===== config.mk =====
export PLATFORM = sky130hd
export DESIGN_NAME = adder_flat
export DESIGN_NICKNAME = d
export VERILOG_FILES = /design/src/rtl/adder_if.sv /design/src/rtl/adder.sv /design/src/flat_wrapper.sv
export SDC_FILE = /design/constraint.sdc
export NUM_CORES = 1
export LEC_CHECK = 0
export CORE_ASPECT_RATIO = 0.5
export CORE_MARGIN = 10
export CORE_UTILIZATION = 35
export CTS_CLUSTER_SIZE = 24
export DETAILED_ROUTE_END_ITERATION = 10
export PLACE_DENSITY = 0.73
export SLEW_MARGIN = 20
export SYNTH_ARGS = -nofsm -noshare
export SYNTH_HDL_FRONTEND = slang
export SYNTH_SLANG_ARGS = --single-unit

===== constraint.sdc =====
create_clock -name clk -period 5.4 [get_ports clk]
set_input_delay 0.54 -clock clk [delete_from_list [all_inputs] [get_ports clk]]
set_output_delay 0.54 -clock clk [all_outputs]
set_load 0.03 [all_outputs]

===== src/rtl/adder_if.sv =====
// Operand/result bundle for the adder: inputs from the requester, combinational
// and registered results back to it.
interface adder_if #(
  parameter int WIDTH = 32
);

  logic [WIDTH-1:0] in_1;
  logic [WIDTH-1:0] in_2;
  logic             in_valid;
  logic [WIDTH-1:0] Sum_out;
  logic [WIDTH-1:0] sum_q;
  logic             out_valid;
  logic             carry_out;
  logic             overflow;
  logic             zero;

  modport master (
    output in_1,
    output in_2,
    output in_valid,
    input  Sum_out,
    input  sum_q,
    input  out_valid,
    input  carry_out,
    input  overflow,
    input  zero
  );

  modport slave (
    input  in_1,
    input  in_2,
    input  in_valid,
    output Sum_out,
    output sum_q,
    output out_valid,
    output carry_out,
    output overflow,
    output zero
  );

endinterface


===== src/rtl/adder.sv =====
// Adder with a live combinational sum and a one-cycle registered result.
// Define ADDER_FLAGS_EN to build the registered carry_out/overflow/zero flags.
module adder #(
  parameter int WIDTH = 32
) (
  input logic     clk,
  input logic     rst_n,
  adder_if.slave  bus
);

  logic [WIDTH-1:0] sum_s;
  logic [WIDTH-1:0] sum_q_r;
  logic             out_valid_r;

`ifdef ADDER_FLAGS_EN
  logic sum_carry_s;
  logic carry_r;
  logic overflow_r;
  logic zero_r;

  function automatic logic signed_overflow(input logic [WIDTH-1:0] a,
                                           input logic [WIDTH-1:0] b,
                                           input logic [WIDTH-1:0] s);
    return (a[WIDTH-1] == b[WIDTH-1]) && (s[WIDTH-1] != a[WIDTH-1]);
  endfunction

  function automatic logic is_zero(input logic [WIDTH-1:0] s);
    return (s == {WIDTH{1'b0}});
  endfunction

  // One extra bit on the adder so the unsigned carry comes from the same sum.
  always_comb begin
    {sum_carry_s, sum_s} = {1'b0, bus.in_1} + {1'b0, bus.in_2};
  end

  // Flags are captured together with sum_q and hold while in_valid is low.
  always_ff @(posedge clk or negedge rst_n) begin
    if (!rst_n) begin
      carry_r    <= 1'b0;
      overflow_r <= 1'b0;
      zero_r     <= 1'b0;
    end else if (bus.in_valid) begin
      carry_r    <= sum_carry_s;
      overflow_r <= signed_overflow(bus.in_1, bus.in_2, sum_s);
      zero_r     <= is_zero(sum_s);
    end else begin
      carry_r    <= carry_r;
      overflow_r <= overflow_r;
      zero_r     <= zero_r;
    end
  end

  assign bus.carry_out = carry_r;
  assign bus.overflow  = overflow_r;
  assign bus.zero      = zero_r;
`else
  // Plain modular sum; no carry bit is needed without the flags.
  always_comb begin
    sum_s = bus.in_1 + bus.in_2;
  end

  assign bus.carry_out = 1'b0;
  assign bus.overflow  = 1'b0;
  assign bus.zero      = 1'b0;
`endif

  // Result register: load on in_valid, otherwise hold sum and drop out_valid.
  always_ff @(posedge clk or negedge rst_n) begin
    if (!rst_n) begin
      sum_q_r     <= {WIDTH{1'b0}};
      out_valid_r <= 1'b0;
    end else if (bus.in_valid) begin
      sum_q_r     <= sum_s;
      out_valid_r <= 1'b1;
    end else begin
      sum_q_r     <= sum_q_r;
      out_valid_r <= 1'b0;
    end
  end

  assign bus.Sum_out   = sum_s;
  assign bus.sum_q     = sum_q_r;
  assign bus.out_valid = out_valid_r;

endmodule


===== src/flat_wrapper.sv =====
// flat-port wrapper written by rule: the top's interface ports become plain ports
module adder_flat 
#(
  parameter int WIDTH = 32
)
  (clk, rst_n, bus_in_1, bus_in_2, bus_in_valid, bus_Sum_out, bus_sum_q, bus_out_valid, bus_carry_out, bus_overflow, bus_zero);
  adder_if #(.WIDTH(WIDTH)) bus_i ();
  input logic clk;
  input logic rst_n;
  input wire logic [$bits(bus_i.in_1)-1:0] bus_in_1;
  input wire logic [$bits(bus_i.in_2)-1:0] bus_in_2;
  input wire logic [$bits(bus_i.in_valid)-1:0] bus_in_valid;
  output wire logic [$bits(bus_i.Sum_out)-1:0] bus_Sum_out;
  output wire logic [$bits(bus_i.sum_q)-1:0] bus_sum_q;
  output wire logic [$bits(bus_i.out_valid)-1:0] bus_out_valid;
  output wire logic [$bits(bus_i.carry_out)-1:0] bus_carry_out;
  output wire logic [$bits(bus_i.overflow)-1:0] bus_overflow;
  output wire logic [$bits(bus_i.zero)-1:0] bus_zero;
  assign bus_i.in_1 = bus_in_1;
  assign bus_i.in_2 = bus_in_2;
  assign bus_i.in_valid = bus_in_valid;
  assign bus_Sum_out = bus_i.Sum_out;
  assign bus_sum_q = bus_i.sum_q;
  assign bus_out_valid = bus_i.out_valid;
  assign bus_carry_out = bus_i.carry_out;
  assign bus_overflow = bus_i.overflow;
  assign bus_zero = bus_i.zero;
  adder #(.WIDTH(WIDTH)) u_core (.clk(clk), .rst_n(rst_n), .bus(bus_i));
endmodule

==> summary by stage, run 1 <==
Synth
The top cell type by area accounts for 26.2% of the synthesized area. The most instantiated library cell after synthesis is sky130_fd_sc_hd__a21oi_1. The number of distinct library cells after synthesis is 55.

In this run the mean area of a mapped cell was 8.79 um2. The synthesis-stage register bit count is 33. The synthesized netlist occupies a cell area of 3150 um2. The commonest register cell after synthesis is sky130_fd_sc_hd__dfrtp_1. In the synthesized netlist the async set-or-reset flop fraction comes to 100%.

Yosys printed 0 warnings. The synthesized design contains 0 enable-type register cells. After technology mapping, the gate count stands at 358. Ranked by instance count, the synthesized netlist is headed by 34 x sky130_fd_sc_hd__a21oi_1, 33 x sky130_fd_sc_hd__dfrtp_1, 31 x sky130_fd_sc_hd__ha_1, 29 x sky130_fd_sc_hd__nand2_1, 25 x sky130_fd_sc_hd__nor2_1. The biggest area contributor in the post-synthesis netlist is sky130_fd_sc_hd__dfrtp_1.

Yosys attributes the largest share of cell area to sky130_fd_sc_hd__dfrtp_1 26%, sky130_fd_sc_hd__ha_1 12%, sky130_fd_sc_hd__mux2_2 8.2%. The part of the Yosys area used for sequential elements is 26.2%.

STA
The hold violation total from the final report is 0. The final critical path takes up 91.1% of the cycle. Setup repair after global routing left no endpoint under its margin. The shortest clock period the worst path allows after layout is 4920 ps.

The total setup violations reported at the end of the flow is 0. Between clock sinks in the finished design, the worst skew comes to 0 ps. The normalized max-slew margin is 39.6%.

The actual slew at the worst max-slew pin is 905 ps. The highest attainable clock frequency is 203 MHz. The minimum setup slack in the final design is 479 ps. The number of max-slew violations in the final report is 0. Adding up every negative setup slack in the final design gives 0 ps.

Critical path
The type of element capturing the critical path is an output port. The setup path with the least slack is of type in -> out. Together, buffers and inverters on the worst path number 2.

The family with the most delay on the worst path is compound AO/OA/AOI/OAI gates. The cell with the largest stage delay on the worst path is sky130_fd_sc_hd__clkdlybuf4s50_1. Counting stages on the worst path, the most repeated cell is sky130_fd_sc_hd__clkdlybuf4s50_1.

The arrival time at the worst endpoint is 4380 ps. STA classifies the critical path startpoint as a primary input. The signal on the critical path passes through clkdlybuf4s50_1 -> ha_1 -> fa_1 -> a21o_1 -> a221o_1 -> a2111o_1 -> a2111oi_4 -> o21ai_2 -> a21boi_0 -> xnor2_1 -> clkdlybuf4s50_1. The depth of the worst register-to-register path is 3. The critical path depth is 11.

The delay contributed by the slowest stage of the critical path is 700 ps. For the worst setup path, the data required time is 4860 ps. The largest fanout of any net on the critical path is 3.

Clock network
After clock tree synthesis, the clock-pin slew on the worst setup and hold paths is 60 ps. The master cell of the clock root buffer is sky130_fd_sc_hd__clkbuf_16. After clock tree synthesis, the setup repair step added 0 buffers. The post-cts gate resize count is 0. In this run, post-CTS hold repair placed 0 buffers. The clock passes through at most 2 buffers. The worst-skew pair later-pin latency is 290 ps.

The H-tree was split into 2 levels. The number of buffers created by CTS is 5. TritonCTS built the clock tree. The clock drives 33 sinks.

Detailed routing
For this run, design rule violations remaining after detail routing come to 0. The detail route stage leaves a number of antenna-violating nets equal to 0. The length of the first detailed-routing pass in iterations is 4.

The count of routing violations after the opening detailed-route iteration is 253. The detail-routed via count per cell is 5.36. The final layout contains routed wiring with a total length of 10400 um.

Detailed routing inserted a total of 3206 vias. Dividing the detail-routed wire length by the instance count gives 17.4 um.

Global route
The via count of the first global-routing pass is 3035. The number of antenna violations at the first check in global routing is 0. The global routing usage summed across all routing layers is 14.8%.

Entering global routing, the biggest net connects 41 pins. The global route total overflow is 0. The first global-routing pass estimated 16200 um of wire.

Final layout
In the final layout, flip-flops and latches occupy 826 um2. After filler insertion, the fill cell instance count of the layout stands at 816. 0 antenna diodes ended up in the layout. The net count of the finished layout is 579. The post-route netlist has 9.36% of its cells at a drive strength greater than 1. The multi-input logic area is 2220 um2. Compared with the post-synthesis result, the final layout area differs by 49.1%.

Placement
The detailed placer's ending HPWL is 8540 um. The number of buffers added on ports is 131. At the end of routability-driven placement, the weighted congestion stood at 0.878. Prior to clock tree synthesis, the placed netlist has a worst setup slack of 514 ps.

Floorplan
The core region is 8740 um2. In this run the horizontal extent of the chip is 154 um. The die height is 87.1 um. For this configuration, the core starts out at a cell density of 36.0%.

The count of pins on the block boundary is 135. The count of standard-cell rows is 24. The die covers 13400 um2.

Hold path
The class of the worst hold path is in -> async.

Power and ir drop
Summed over all cells, the static leakage comes to 1.96 nW. The maximum ir drop on the vdd rail is 0.000159 V. The power density over cell area is 327 nW/um2.

Run status
The run finished with clean final reports.

Job
The max capacitance violation total is 0.
==> registers in the layout, indices dropped and copies added, names as in the netlist <==
| register | count |
|---|---|
| u_core.bus.sum_q | 32 |
| u_core.bus.out_valid | 1 |
==> routing by layer <==
layer / track usage (%) / vias to the layer above / routed length (um)
met5: 0 / - / 0
met4: 3.41 / 0 / 81
met3: 3.70 / 9 / 769
met2: 25.5 / 104 / 5140
met1: 18.2 / 1510 / 4430
li1: - / 1583 / -
==> worst paths after layout <==
check	start	to	slack, ps
setup / recovery	bus_in_2[0]	bus_Sum_out[28]	480
setup reg to reg	u_core.bus.sum_q[29]	u_core.bus.sum_q[29]	4390
min in group clk	u_core.bus.sum_q[11]	u_core.bus.sum_q[11]	500
hold reg to reg	u_core.bus.sum_q[11]	u_core.bus.sum_q[11]	500
hold / removal	rst_n	u_core.bus.sum_q[21]	340
max in group asynchronous	rst_n	u_core.bus.sum_q[10]	4520
==> cell usage in the layout, fill, tap and decap left out, types with 2 or more instances in the layout <==
master	count
sky130_fd_sc_hd__nand2b_1	5
sky130_fd_sc_hd__o211ai_1	8
sky130_fd_sc_hd__or3_1	3
sky130_fd_sc_hd__or2_2	2
sky130_fd_sc_hd__a211oi_1	2
sky130_fd_sc_hd__xnor2_1	15
sky130_fd_sc_hd__mux2_2	23
sky130_fd_sc_hd__clkdlybuf4s50_1	129
sky130_fd_sc_hd__conb_1	3
sky130_fd_sc_hd__nor3_1	4
sky130_fd_sc_hd__and3_2	2
sky130_fd_sc_hd__a21oi_1	34
sky130_fd_sc_hd__ha_1	31
sky130_fd_sc_hd__nand3_1	4
sky130_fd_sc_hd__clkbuf_16	5
sky130_fd_sc_hd__dfrtp_1	33
sky130_fd_sc_hd__nand2_1	29
sky130_fd_sc_hd__nor4_1	3
sky130_fd_sc_hd__a31oi_1	3
sky130_fd_sc_hd__o21a_1	4
sky130_fd_sc_hd__nand4_1	9
sky130_fd_sc_hd__and2_1	3
sky130_fd_sc_hd__nor2_1	25
sky130_fd_sc_hd__a21o_1	15
sky130_fd_sc_hd__o221ai_1	3
sky130_fd_sc_hd__and3_1	3
sky130_fd_sc_hd__buf_2	2
sky130_fd_sc_hd__inv_1	4
sky130_fd_sc_hd__o32a_1	2
sky130_fd_sc_hd__a221o_1	2
sky130_fd_sc_hd__a41oi_1	4
sky130_fd_sc_hd__o21ai_0	22
sky130_fd_sc_hd__nor2b_1	4
sky130_fd_sc_hd__xor2_1	15
sky130_fd_sc_hd__o21bai_1	2
==> where the power goes <==
part / switching, mW / internal, mW
Clock: 0.120 / 0.230
Sequential: 0.0274 / 0.306
Combinational: 0.479 / 0.369
Total: 0.626 / 0.906
==> per-stage QoR <==
| stage | hold slack (ps) | util (%) | area [um2] | total power, mW | cells |
|---|---|---|---|---|---|
| 2_1_floorplan | 244 | - | 3150 | 0.842 | 360 |
| 3_3_place_gp | 488 | 51.7 | 4520 | 1.18 | 590 |
| 3_5_place_dp | 495 | 51.7 | 4520 | 1.19 | 590 |
| 4_1_cts | 383 | 53.7 | 4690 | 1.55 | 598 |
| 5_1_grt | 432 | 53.7 | 4690 | 1.61 | 598 |
| 6_report | 336 | 53.7 | 4690 | 1.53 | 598 |
==> cell families (layout without fill, tap and decap cells) <==
logic type / Yosys count / in the layout / synth area share [%]
xor+xnor: 30 / 30 / 8.35
buf+inv: 24 / 145 / 3.58
compound gates: 117 / 117 / 25.2
fa+ha+maj: 32 / 32 / 13.0
simple gates: 97 / 97 / 14.8
other cells: 1 / 3 / 0.119
flops: 33 / 33 / 26.2
mux: 24 / 24 / 8.71
==> layout make-up <==
cell class | count | area share [%]
clock buffers | 6 | 2.96
clock inverters | 2 | 0.800
inverters | 5 | 0.400
multi-input cells | 303 | 47.2
flip-flops and latches | 33 | 17.6
well taps | 117 | 3.12
repair buffers | 132 | 27.9
(Power assumes the default switching activity.)
==> inputs of run 2 (changes only) <==
--- a/config.mk
+++ b/config.mk
@@ -5,12 +5,14 @@
 export SDC_FILE = /design/constraint.sdc
 export NUM_CORES = 1
 export LEC_CHECK = 0
+export CELL_PAD_IN_SITES_DETAIL_PLACEMENT = 0
+export CELL_PAD_IN_SITES_GLOBAL_PLACEMENT = 1
 export CORE_ASPECT_RATIO = 0.5
 export CORE_MARGIN = 10
-export CORE_UTILIZATION = 35
+export CORE_UTILIZATION = 34
 export CTS_CLUSTER_SIZE = 24
 export DETAILED_ROUTE_END_ITERATION = 10
-export PLACE_DENSITY = 0.73
+export PLACE_DENSITY = 0.93
 export SLEW_MARGIN = 20
 export SYNTH_ARGS = -nofsm -noshare
 export SYNTH_HDL_FRONTEND = slang
==> run 2 against run 1 <==
  * Via count down 2.0%
  * Core utilization down 0.78 points
  * Global-route usage up 0.39 points
  * Critical path depth unchanged
  * Hold slack better by 9.4 ps
  * Register-to-register slack better by 40 ps
  * Critical path type unchanged
==> summary by stage, run 2 (synthesis gave the netlist of run 1 again) <==
Run status
The flow ran to the end, and the final reports show no timing, DRC or antenna violations.

STA
The final clock skew is 0 ps. At the pin with the least slew margin, the transition time is 897 ps. The hold violation total from the final report was 0. The highest attainable clock frequency is 204 MHz.

The total negative slack for setup checks is 0 ps. The minimum setup slack in the final design is 496 ps. The shortest clock period the worst path allows after layout is 4900 ps. The normalized max-slew margin is 40.2%.

The period utilization is 90.8%. The number of max-slew violations in the final report is 0. Setup violations remaining at the end of the flow were counted as 0. Setup repair after global routing left no endpoint under its margin.

Hold path
The tightest min-delay check is of the in -> async type.

Clock network
The master cell of the clock root buffer is sky130_fd_sc_hd__clkbuf_16. Clock latency on the worst-skew pair, taken at its later pin, is 280 ps. The clock net in this run drives a total of 33 sinks. The post-cts gate resize count is 0.

CTS built an H-tree with a depth of 2. The total setup buffers inserted after CTS is 0. After clock tree synthesis, the clock-pin slew on the worst setup and hold paths is 60 ps. The TritonCTS clock tree is yes. The number of buffers between clock root and the deepest sink is 2. Clock tree synthesis inserted a total of 5 buffers. The hold buffer count at CTS is 0.

Floorplan
The floorplan die width is 156 um. The total die area is 13700 um2. The core outline area is 8860 um2. The die is 88.0 um tall. During I/O placement, the number of pins put on the boundary was 135. The count of standard-cell rows is 24. Once the floorplan was initialized, standard cells occupied 35.5% of the core.

Global route
The wire length of the first global-routing pass is 16800 um. In the global route stage, overall resource usage came out at 15.1%. The via count of the first global-routing pass is 3057.

Entering global routing, the biggest net connects 41 pins. The global route total overflow is 0. The number of antenna violations at the first check in global routing is 0.

Critical path
The element type at the critical path start is a primary input. The setup check on the worst reg-to-reg path leaves a slack of 4430 ps. The arrival time at the worst endpoint is 4360 ps.

At the worst endpoint, the required time is 4860 ps. The worst setup path is captured at an output port. The largest fanout of any net on the critical path is 4. The startpoint identified for the worst register-to-register timing path is u_core.bus.sum_q[29]. The start-to-end type of the worst setup path is in -> out. The number of cells on the worst reg-to-reg path is 3. The reg-to-reg endpoint is u_core.bus.sum_q[29].

Final layout
The area growth from synthesis to layout is 48.9%. The top cell types in the final layout, fill and taps aside, are 129 x sky130_fd_sc_hd__clkdlybuf4s50_1, 34 x sky130_fd_sc_hd__a21oi_1, 33 x sky130_fd_sc_hd__dfrtp_1. The number of flip-flops in the largest register is 32. The area of all placed cells without fillers is 4690 um2. The count of inserted antenna diode cells is 0.

The most common cell after layout, fill and taps aside is sky130_fd_sc_hd__clkdlybuf4s50_1. The layout has 821 filler cells. The final cell count without fillers is 598. At the end of the flow, the number of nets in the layout was 579. For this run, the share of the core covered by cells in the final layout is 52.9%. Cells with a size suffix above 1 make up 9.36% of the layout.

Detailed routing
The average wire per cell in the routed design is 17.8 um. Dividing the detail-routed via count by the number of cells gives 5.25. The first detailed-routing pass took 4 iterations. The count of routing violations after the opening detailed-route iteration is 220. The number of vias after detailed routing is 3141. The DRC violation count after routing is 0. The final antenna-violating net count is 0. Summed over all layers, the routed wires come to 10600 um.

Job
The max capacitance violation total is 0.

Power and ir drop
The power density over cell area is 326 nW/um2. VDD sags by at most 0.000130 V. The leakage dissipation is 1.96 nW.

Placement
After detailed placement, the total cell area comes to 4520 um2. Routability-driven placement finished with a final weighted congestion of 0.850. The number of placed cells counting well taps is 590. Prior to clock tree synthesis, the placed netlist has a worst setup slack of 497 ps.

Summed over all nets, the half-perimeter wirelength after detailed placement is 8690 um. The number of buffers added on ports is 131.
run 2: worst max path at each step:
stage / start / end / slack, ps
final: bus_in_2[0] / bus_Sum_out[30] / 500
after global routing: bus_in_2[0] / bus_Sum_out[28] / 280
after CTS: bus_in_2[0] / bus_Sum_out[28] / 480
after detailed placement: bus_in_2[0] / bus_Sum_out[30] / 500
after global placement: bus_in_2[0] / bus_Sum_out[28] / 510
after floorplan: bus_in_2[0] / bus_Sum_out[30] / 1670
run 2: final cells by class:
| class | instances | area, um2 | share of cell area, % |
|---|---|---|---|
| multi-input combinational | 303 | 2220 | 47.3 |
| timing repair buffer | 132 | 1310 | 27.9 |
| sequential | 33 | 826 | 17.6 |
| tap | 117 | 146 | 3.12 |
| clock buffer | 5 | 125 | 2.67 |
| clock inverter | 3 | 46.3 | 0.988 |
| inverter | 5 | 18.8 | 0.400 |
run 2: report_power, final:
part / total (mW) / internal [mW] / switching (mW)
combinational: 0.852 / 0.369 / 0.483
sequential: 0.335 / 0.306 / 0.0288
clock: 0.341 / 0.219 / 0.122
run 2: worst max-delay path, stage by stage:
cell	delay, ps
sky130_fd_sc_hd__clkdlybuf4s50_1	400
sky130_fd_sc_hd__ha_1	220
sky130_fd_sc_hd__fa_1	410
sky130_fd_sc_hd__a21o_1	220
sky130_fd_sc_hd__a221o_1	350
sky130_fd_sc_hd__o31a_2	340
sky130_fd_sc_hd__a211oi_1	580
sky130_fd_sc_hd__nor3_1	140
sky130_fd_sc_hd__or2_2	320
sky130_fd_sc_hd__xor2_1	130
sky130_fd_sc_hd__clkdlybuf4s50_1	690
run 2: metal layers:
layer / vias to the layer above / part of all wire, % / global-route usage, % / routed length [um]
met3: 9 / 6.4 / 3.72 / 685
met5: - / 0 / 0 / 0
met2: 77 / 49 / 25.9 / 5180
met1: 1472 / 44 / 19.1 / 4700
li1: 1583 / - / - / -
met4: 0 / 0.77 / 3.15 / 82
run 2: metrics by stage:
| step | power [mW] | hold slack [ps] |
|---|---|---|
| final | 1.53 | 346 |
| after global routing | 1.60 | 431 |
| after CTS | 1.54 | 382 |
| after detailed placement | 1.20 | 495 |
| after global placement | 1.19 | 488 |
| after floorplan | 0.842 | 244 |
